===== config.mk =====
export PLATFORM = sky130hd
export DESIGN_NAME = decode_serialize_ctrl
export DESIGN_NICKNAME = d
export VERILOG_FILES = /design/src/rtl/decode_serialize_ctrl.sv
export SDC_FILE = /design/constraint.sdc
export NUM_CORES = 1
export LEC_CHECK = 0
export ABC_AREA = 1
export CORE_MARGIN = 3
export CORE_UTILIZATION = 34
export DETAILED_ROUTE_END_ITERATION = 16
export GPL_ROUTABILITY_DRIVEN = 1
export PLACE_DENSITY = 0.85
export SLEW_MARGIN = 20
export SYNTH_ARGS = -nofsm -noshare
export SYNTH_HDL_FRONTEND = slang
export SYNTH_SLANG_ARGS = --single-unit
export TNS_END_PERCENT = 20

===== constraint.sdc =====
create_clock -name clk -period 2.1 [get_ports clk]
set_input_delay 0.525 -clock clk [delete_from_list [all_inputs] [get_ports clk]]
set_output_delay 0.525 -clock clk [all_outputs]
set_load 0.005 [all_outputs]

===== src/rtl/decode_serialize_ctrl.sv =====
// Decode-stage serialization controller: gates how many decode slots may advance each cycle.
// Optional macro DECODE_SERIALIZE_PERF_EN adds a free-running serialization stall counter.
`ifndef DECODE_WIDTH
`define DECODE_WIDTH 2
`endif

module decode_serialize_ctrl #(
  parameter int DECODE_WIDTH = `DECODE_WIDTH
) (
  input  logic                    clk,
  input  logic                    rst,
  input  logic [DECODE_WIDTH-1:0] slot_valid,
  input  logic [DECODE_WIDTH-1:0] slot_serialize,
  input  logic                    downstream_ready,
  input  logic                    pipeline_empty,
  input  logic                    flush,
  output logic [DECODE_WIDTH-1:0] accept_mask,
  output logic                    pop,
  output logic [1:0]              state,
  output logic                    idle,
  output logic [31:0]             stall_cycles
);

  typedef enum logic [1:0] {
    ST_NORMAL      = 2'd0,
    ST_DRAIN       = 2'd1,
    ST_WAIT_RETIRE = 2'd2,
    ST_ILLEGAL     = 2'd3
  } state_t;

  localparam logic [DECODE_WIDTH-1:0] HEAD_MASK = DECODE_WIDTH'(1);

  state_t                  state_r;
  state_t                  state_nxt;
  logic [1:0]              guard_r;
  logic [1:0]              guard_nxt;
  logic [1:0]              guard_inc;
  logic [DECODE_WIDTH-1:0] prefix;
  logic [DECODE_WIDTH-1:0] cons_ser;
  logic [DECODE_WIDTH-1:0] normal_mask;
  logic [DECODE_WIDTH-1:0] mask_nxt;

  // Contiguous valid prefix and the slots ahead of the first serializing one.
  always_comb begin
    logic run;
    logic seen;
    run         = 1'b1;
    seen        = 1'b0;
    prefix      = '0;
    cons_ser    = '0;
    normal_mask = '0;
    for (int i = 0; i < DECODE_WIDTH; i++) begin
      run            = run & slot_valid[i];
      prefix[i]      = run;
      cons_ser[i]    = run & slot_serialize[i];
      seen           = seen | cons_ser[i];
      normal_mask[i] = run & ~seen;
    end
  end

  // Next-state, guard and accept decisions.
  always_comb begin
    state_nxt = state_r;
    guard_nxt = guard_r;
    mask_nxt  = '0;
    guard_inc = (guard_r == 2'd2) ? 2'd2 : guard_r + 2'd1;
    if (flush) begin
      state_nxt = ST_NORMAL;
      guard_nxt = 2'd0;
    end else begin
      case (state_r)
        ST_NORMAL: begin
          if (cons_ser[0]) begin
            if (pipeline_empty && downstream_ready) begin
              mask_nxt  = HEAD_MASK;
              state_nxt = ST_WAIT_RETIRE;
              guard_nxt = 2'd0;
            end else begin
              state_nxt = ST_DRAIN;
            end
          end else if (downstream_ready) begin
            mask_nxt = normal_mask;
          end else begin
            mask_nxt = '0;
          end
        end
        ST_DRAIN: begin
          if (!slot_valid[0]) begin
            state_nxt = ST_NORMAL;
          end else if (slot_serialize[0] && pipeline_empty && downstream_ready) begin
            mask_nxt  = HEAD_MASK;
            state_nxt = ST_WAIT_RETIRE;
            guard_nxt = 2'd0;
          end else begin
            state_nxt = ST_DRAIN;
          end
        end
        ST_WAIT_RETIRE: begin
          // The guard value after this cycle's increment decides the exit.
          guard_nxt = guard_inc;
          if ((guard_inc == 2'd2) && pipeline_empty) begin
            state_nxt = ST_NORMAL;
          end else begin
            state_nxt = ST_WAIT_RETIRE;
          end
        end
        default: begin
          state_nxt = ST_NORMAL;
          guard_nxt = 2'd0;
        end
      endcase
    end
  end

  // State and guard registers.
  always_ff @(posedge clk or negedge rst) begin
    if (!rst) begin
      state_r <= ST_NORMAL;
      guard_r <= 2'd0;
    end else begin
      state_r <= state_nxt;
      guard_r <= guard_nxt;
    end
  end

  assign accept_mask = rst ? mask_nxt : '0;
  assign pop         = |accept_mask;
  assign state       = state_r;
  assign idle        = (state_r == ST_NORMAL) && (slot_valid == '0);

`ifdef DECODE_SERIALIZE_PERF_EN
  logic [31:0] stall_cnt_r;

  // Counts every cycle spent in DRAIN or WAIT_RETIRE; flush leaves it alone.
  always_ff @(posedge clk or negedge rst) begin
    if (!rst) begin
      stall_cnt_r <= 32'd0;
    end else if ((state_r == ST_DRAIN) || (state_r == ST_WAIT_RETIRE)) begin
      stall_cnt_r <= stall_cnt_r + 32'd1;
    end else begin
      stall_cnt_r <= stall_cnt_r;
    end
  end

  assign stall_cycles = stall_cnt_r;
`else
  assign stall_cycles = 32'd0;
`endif

endmodule


==> run metrics <==
status=complete, no violations; Synth Area per Inst=6.52 um2; CTS H-tree depth=1; CP peak stage delay=about 0.45 ns; #FFs+latches synth=4; f_max=485 MHz; Die H=46.4 um; critical path class=input pin to output port; die width=46.4 um; Die Area=2150 um2; DRT antenna net count=0; post-route clock period utilization=98.2%; Vias=around 500; final setup fails=0; effective utilization at floorplan=39.2%; Worst EP required=1.57 ns; first-pass GRT wire length=1540 um; Setup crit end kind=output port; Final min period=2.06 ns; sw frac=31.1%; Hold Path Class=input pin to asynchronous set/reset pin; Clock Sinks=4; CTS tree=yes; Root Buffer=clkbuf_4; Ys Warns=0; final clock skew=0.00138 ns; core area=roughly 1400 um2; final hold vios=0; Final Wtd Congestion=0.792; RSZ-0062 raised after global routing=no; Crit Path Max Fanout=2; non-filler instance count after layout=approximately 120; worst-path cell chain=clkdlybuf4s50_1 > nor4_1 > dlygate4sd2_1; routed vias/inst=4.15; Reg2Reg Setup Slack=~0.98 ns; DP Wirelength=939 um; later-pin clock latency in the skew report=0.23 ns; postcts setup bufs=0; worst vdd ir=0.190 mV; WP data arrival=between 1.5 and 2 ns; Placement Setup Slack=-0.387 ns; P&R area growth vs syn=23.3%; Max Cap Viol=0; n_diodes=0; Total GRT Usage=~10%; Comb pwr share=31.9%; final core utilization=48.3%; largest net degree at the start of global routing=9; layout cells sized above 1=23.4%; CTS Buf Count=3; vias in the first global route=388; DP Area=around 630 um2; Syn Inst Count=85; most common cell after layout, fill and taps aside=conb_1; critical path launch point type=input pin; sequential share of the synthesized area=18.1%; Final WS setup=0.0386 ns; P per Cell Area=381 nW/um2; top-level I/O count=47; Synth cell types=13; Mapped Area=554 um2; switching pwr=80.9 uW; count of input and output buffers=14; post-route design area=683 um2; total grt overflow=0; Leak=0.000407 uW; Final Slew Violations=0; Worst-path clk slew=0.04 ns; DR iter-0 viols=17; Critical-path top delay cell=clkdlybuf4s50_1; Internal=180 uW; initial antenna violation count=0; most frequent cells in the layout=32 x conb_1, 13 x nand2_1, 7 x inv_1; Row Count=13; clock share of power=35.2%; drt wl/cell=~10 um; CTS Buffer Depth=2; final setup TNS=0 ns; Detailed Routing Iterations Pass 1=4; Placed Cells=119; DRC errors left=0; nets=119; CTS Hold Bufs=0; Reg power frac=32.8%; total wire length=about 1200 um
## critical path: cells and delay by family
family                 cells  cell delay (ns)
and+or+nand+nor            1             0.27
buffers and inverters      2             0.74
## power by group through the flow
| stage | sequential, uW | combinational (uW) | clock, uW |
|---|---|---|---|
| 2_1_floorplan | 85.2 | 79.1 | 0 |
| 3_3_place_gp | 86.1 | 75.7 | 0 |
| 3_5_place_dp | 86.2 | 77.5 | 0 |
| 4_1_cts | 85.3 | 76.7 | 97.1 |
| 5_1_grt | 85.9 | 92.7 | 103 |
| 6_report | 85.5 | 83.2 | 91.7 |
## registers in the layout, summed over array words and instances, names as in the netlist
name / count
state: 2
guard_r: 2
## cell usage after synthesis, drive strengths merged
cell type / instances / area share (%)
nor4: 1 / 1.1
ha: 1 / 2.3
buf: 32 / 43
a21oi: 4 / 4.3
dfrtp: 4 / 18
inv: 9 / 6.1
nand3: 6 / 5.4
nor2: 9 / 6.5
conb: 1 / 0.68
nand2: 18 / 12
## routing by layer
metal	vias up	track usage, %	wire length (um)
li1	240	-	-
met1	225	10.2	383
met2	39	18.4	692
met3	2	2.34	149
met4	0	6.82	18
met5	-	0	0
## stage by stage
stage	power, uW	hold slack [ns]
after CTS	259	0.524
after global routing	281	0.228
final	260	0.223
after detailed placement	164	0.517
after floorplan	164	0.229
after global placement	162	0.488
## layout make-up
| cell class | instances | area (um2) |
|---|---|---|
| flip-flops and latches | 4 | 100 |
| clock buffers | 3 | 22.5 |
| multi-input cells | 71 | 322 |
| fillers | 147 | 732 |
| inverters | 9 | 33.8 |
| well taps | 15 | 18.8 |
| repair buffers | 20 | 186 |
## final timing paths
kind,startpoint,to,cells past startpoint
max,slot_valid[1],idle,3
min,rst,state[0],2
max reg2reg,state[1],state[0],5
min reg2reg,guard_r[0],guard_r[0],2
max in group asynchronous,rst,guard_r[0],2
min in group clk,guard_r[0],guard_r[0],2
## kinds of logic (layout without fill, tap and decap cells)
kind of cell / count (synthesis) / after routing / synth area share, %
buffers and inverters: 41 / 32 / 49.4
and+or+nand+nor: 34 / 34 / 25.3
AOI/OAI and AO/OA: 4 / 4 / 4.29
DFF: 4 / 4 / 18.1
adders and majority gates: 1 / 1 / 2.26
other: 1 / 32 / 0.677
## repair_timing
action                                  CTS  global route
endpoints found under the setup margin    4             3
gates resized for setup                  13            12
endpoints found under the hold margin     0             0
pin swaps                                 0             5
(Power assumes the default switching activity.)
==> RTL edit 1: new RTL, same flow settings <==
The macro `DECODE_WIDTH` goes from 2 to 4.
--- a/src/rtl/decode_serialize_ctrl.sv
+++ b/src/rtl/decode_serialize_ctrl.sv
@@ -1,7 +1,7 @@
 // Decode-stage serialization controller: gates how many decode slots may advance each cycle.
 // Optional macro DECODE_SERIALIZE_PERF_EN adds a free-running serialization stall counter.
 `ifndef DECODE_WIDTH
-`define DECODE_WIDTH 2
+`define DECODE_WIDTH 4
 `endif
 
 module decode_serialize_ctrl #(
Ports: changed (resized accept_mask, slot_serialize and slot_valid); port bits go from 47 to 53. No check against the original RTL was run, so the function may have changed too.
==> RTL edit 1 against the unedited design <==
- routed wire length grew 28%
- power increased by 15%
- area after synthesis grew 11%
- sequential share of layout area decreased by 3.5 points
- cell area grew 32%
- setup slack worse by 17 ps
- sequential power down 1%
- sequential cell count unchanged
- critical path type unchanged
- largest power group is now combinational logic
==> RTL edit 1: results (changes against the unedited design) <==
[global_route]
grtUsageTotal = 0.1282  ; +0.02592
grt_max_degree = 7  ; -2
use_met1 = 0.1341  ; +0.03175
grt_util_met3 = 0.02761  ; +0.004170
grt_pass1_vias = 589  ; +52%

[finish]
drive_above_1_share = 0.2941  ; +0.06047

[sta]
clock_skew_ps = 2.887  ; +1.510 ps
holdWs_ps = 259.3  ; +36.53 ps

[drt]
drtIter0Drc = 16  ; -1
wire_per_inst_microns = 9.956  ; -2.2%
wl_met2_microns = 866  ; +25%
drt-met1-wl_microns = 589  ; +54%

[synth]
synth_common_cells = buf_4 (32), nand2_1 (15), inv_1 (10), nand3_1 (10), nor2_1 (7)
ys_types = 17  ; +4
synthCells = 95  ; +12%
synth_fa_ha_area_frac = 0.02028  ; -0.002289

[die]
dieArea_sq_um = 2361  ; +9.8%
row_count = 14  ; +1

[setup_path]
r2r_end = state[1]
crit_start = flush
max_stage_delay_ps = 250  ; -200 ps
reg2reg_depth = 7  ; +2

[pwr]
combPwrFrac = 0.417  ; +0.098
powerSeq_uw = 84.3  ; -1%

[run_status]
status = complete, no violations

-- RTL edit 1: changes by cell type after synthesis, sizes merged --
cell / unedited run / this run
or2: 0 / 1
nand3: 6 / 10
inv: 9 / 11
nand2: 18 / 15
o21bai: 0 / 2
nor3: 0 / 2
nor4: 1 / 0
o211ai: 0 / 1
a21oi: 4 / 5
o21ai: 0 / 1
-- RTL edit 1: kinds of logic after synthesis --
kind of cell,Yosys count
and+or+nand+nor,37
adders and majority gates,1
AOI/OAI and AO/OA,9
other,1
DFF,4
buffers and inverters,43
-- RTL edit 1: area by class of cell --
| cell class | count | area, sq um | area share |
|---|---|---|---|
| clock buffer | 3 | 22.52 | 0.02500 |
| inverter | 11 | 41.29 | 0.04583 |
| multi-input combinational | 79 | 377.9 | 0.4194 |
| sequential | 4 | 100.1 | 0.1111 |
| tap | 24 | 30.03 | 0.03333 |
| timing repair buffer | 39 | 329.1 | 0.3653 |
==> RTL edit 2: new RTL, same flow settings <==
Without the edit above. Add a define of `DECODE_SERIALIZE_PERF_EN`.
--- a/src/rtl/decode_serialize_ctrl.sv
+++ b/src/rtl/decode_serialize_ctrl.sv
@@ -1,5 +1,7 @@
 // Decode-stage serialization controller: gates how many decode slots may advance each cycle.
 // Optional macro DECODE_SERIALIZE_PERF_EN adds a free-running serialization stall counter.
+`define DECODE_SERIALIZE_PERF_EN
+
 `ifndef DECODE_WIDTH
 `define DECODE_WIDTH 2
 `endif
Formal check against the unedited RTL: not equivalent (a bounded check fails within 4 cycles, from zero or initial values and one cycle with rst low).
==> RTL edit 2 against the unedited design <==
- final cell count grew to 3.2 times the old value
- non-clock buffer count is 38 higher
- sequential cell count is 32 higher
- setup slack worse by 9.2 ps
- power grew to 6.6 times the old value
- routed wire length grew to 4.1 times the old value
- cell area grew to 4.1 times the old value
- area after synthesis grew to 3.7 times the old value
- largest cell class unchanged
- largest power group is now sequential cells
==> RTL edit 2: results (changes against the unedited design) <==
[setup_path]
crit_start = flush
endpoint = accept_mask[1]
reg2reg_depth = 8  ; +3
r2r_end = stall_cycles[23]
slowest_stage = clkdlybuf4s50_1
arrival_ps = 1550
cp_max_fo = 3  ; +1
max_stage_delay_ps = 450  ; about the same
critical-path-top-delay-family = buffers and inverters
reg2reg_slack_ps = 350  ; -630 ps
r2r_start = state[0]

[drt]
firstDrtPassIters = 4  ; unchanged
num_vias = 1865  ; +270%
drtIter0Drc = 120  ; +103
wirelength_microns = 5042  ; +310%
wire_per_inst_microns = 13.10  ; +29%

[sta]
clock_skew_ps = 4.652  ; +3.275 ps
period_needed_ps = 2071  ; +9.153 ps
worst_pin_slew_ps = 443.0
finalSetupViolations = 0  ; unchanged

[clock_network]
numCtsBuffers = 5  ; +2
clk_latency_ps = 290  ; +60 ps
cts_resized = 25  ; +12
clockBufferDepth = 2  ; unchanged
cts_root_buffer = clkbuf_8
postCtsSetupRepairBufs = 1  ; +1
cts_max_level = 2  ; +1
clk_pin_slew_worst_paths_ps = 60  ; +20 ps

[placement]
dpl.hpwl_microns = 3819  ; +310%
pre_cts_ws_ps = -667.0  ; -279.8 ps
port_buffers = 46  ; +32
dpl_cell_area_sq_um = 2654  ; +320%
dp_cells = 378  ; +220%
gp_congestion = 0.9166  ; +16%

[hold_path]
hp-class = in2async

[synth]
synthCells = 250  ; +190%
synthesis.nets = 265
synth_seq_area_share = 0.4431  ; +0.2625
yosys_warnings = 0  ; unchanged
synth_common_cells = nand2_1 (70), dfrtp_1 (36), inv_1 (34), nor2_1 (25)
synthFlopType = dfrtp_1
synth_area_leaders = dfrtp_1 (44%), nand2_1 (13%), inv_1 (6.3%)
ys_async_sr_fraction = 1.000  ; unchanged
ys_types = 24  ; +11

[global_route]
grtUsageTotal = 0.1478  ; +0.04547
grt_pass1_wl_microns = 8390  ; +450%
grt_max_degree = 37  ; +28
antenna_found_initial = 0  ; unchanged

[finish]
drive_above_1_share = 0.1693  ; -0.06432
nets = 330  ; +180%
largest_reg_flops = 32
diodes = 0  ; unchanged

[run_status]
status = complete, no violations

[pwr]
swShare = 0.2991  ; -0.01156
vdd_drop_max_mv = 0.2440  ; +28%
power.leakage_nw = 1.288  ; +220%

-- RTL edit 2: cell types whose count changed after synthesis, sizes merged, moves of 6 or more --
cell	change
nor3	+6
nand3	+11
o21ai	+8
xnor2	+9
buf	-32
nor2	+24
inv	+25
xor2	+14
dfrtp	+32
nand2	+55
-- RTL edit 2: power by group through the flow --
stage / Combinational [mW] / Sequential (mW) / Clock [mW]
6_report: 0.475 / 0.816 / 0.432
3_5_place_dp: 0.411 / 0.825 / 0
2_1_floorplan: 0.182 / 0.821 / 0
3_3_place_gp: 0.394 / 0.823 / 0
4_1_cts: 0.431 / 0.813 / 0.440
5_1_grt: 0.527 / 0.824 / 0.481
-- RTL edit 2: cells by family after synthesis --
group | count (synthesis) | synth area share
AND/OR/NAND/NOR | 140 | 0.3262
flip-flops | 36 | 0.4431
buffers and inverters | 34 | 0.06277
XOR/XNOR | 23 | 0.09908
AO/OA/AOI/OAI | 11 | 0.03200
adder cells (fa/ha/maj) | 6 | 0.03692
-- RTL edit 2: cell type report --
cell class / count / area (sq um)
clock buffer: 5 / 68.82
timing repair buffer: 58 / 529.3
fill: 492 / 2831
inverter: 34 / 130.1
sequential: 36 / 900.9
tap: 72 / 90.09
multi-input combinational: 180 / 1091
-- RTL edit 2: metrics by stage --
stage	util	setup TNS (ps)	hold WS, ps	total power, mW
global placement	0.4704	-1648	471.7	1.217
floorplan	-	0	229.4	1.003
finish	0.4981	0	357.2	1.723
global route	0.4981	-39.17	382.6	1.832
CTS	0.4857	-148.8	348.1	1.684
detailed placement	0.4704	-1863	484.0	1.236
-- RTL edit 2: layer usage --
metal,track usage,part of all wire,vias to the layer above
met5,0,0,-
met4,0.08321,0.040,0
met3,0.03571,0.043,22
met2,0.2500,0.50,57
met1,0.1699,0.42,873
li1,-,-,913
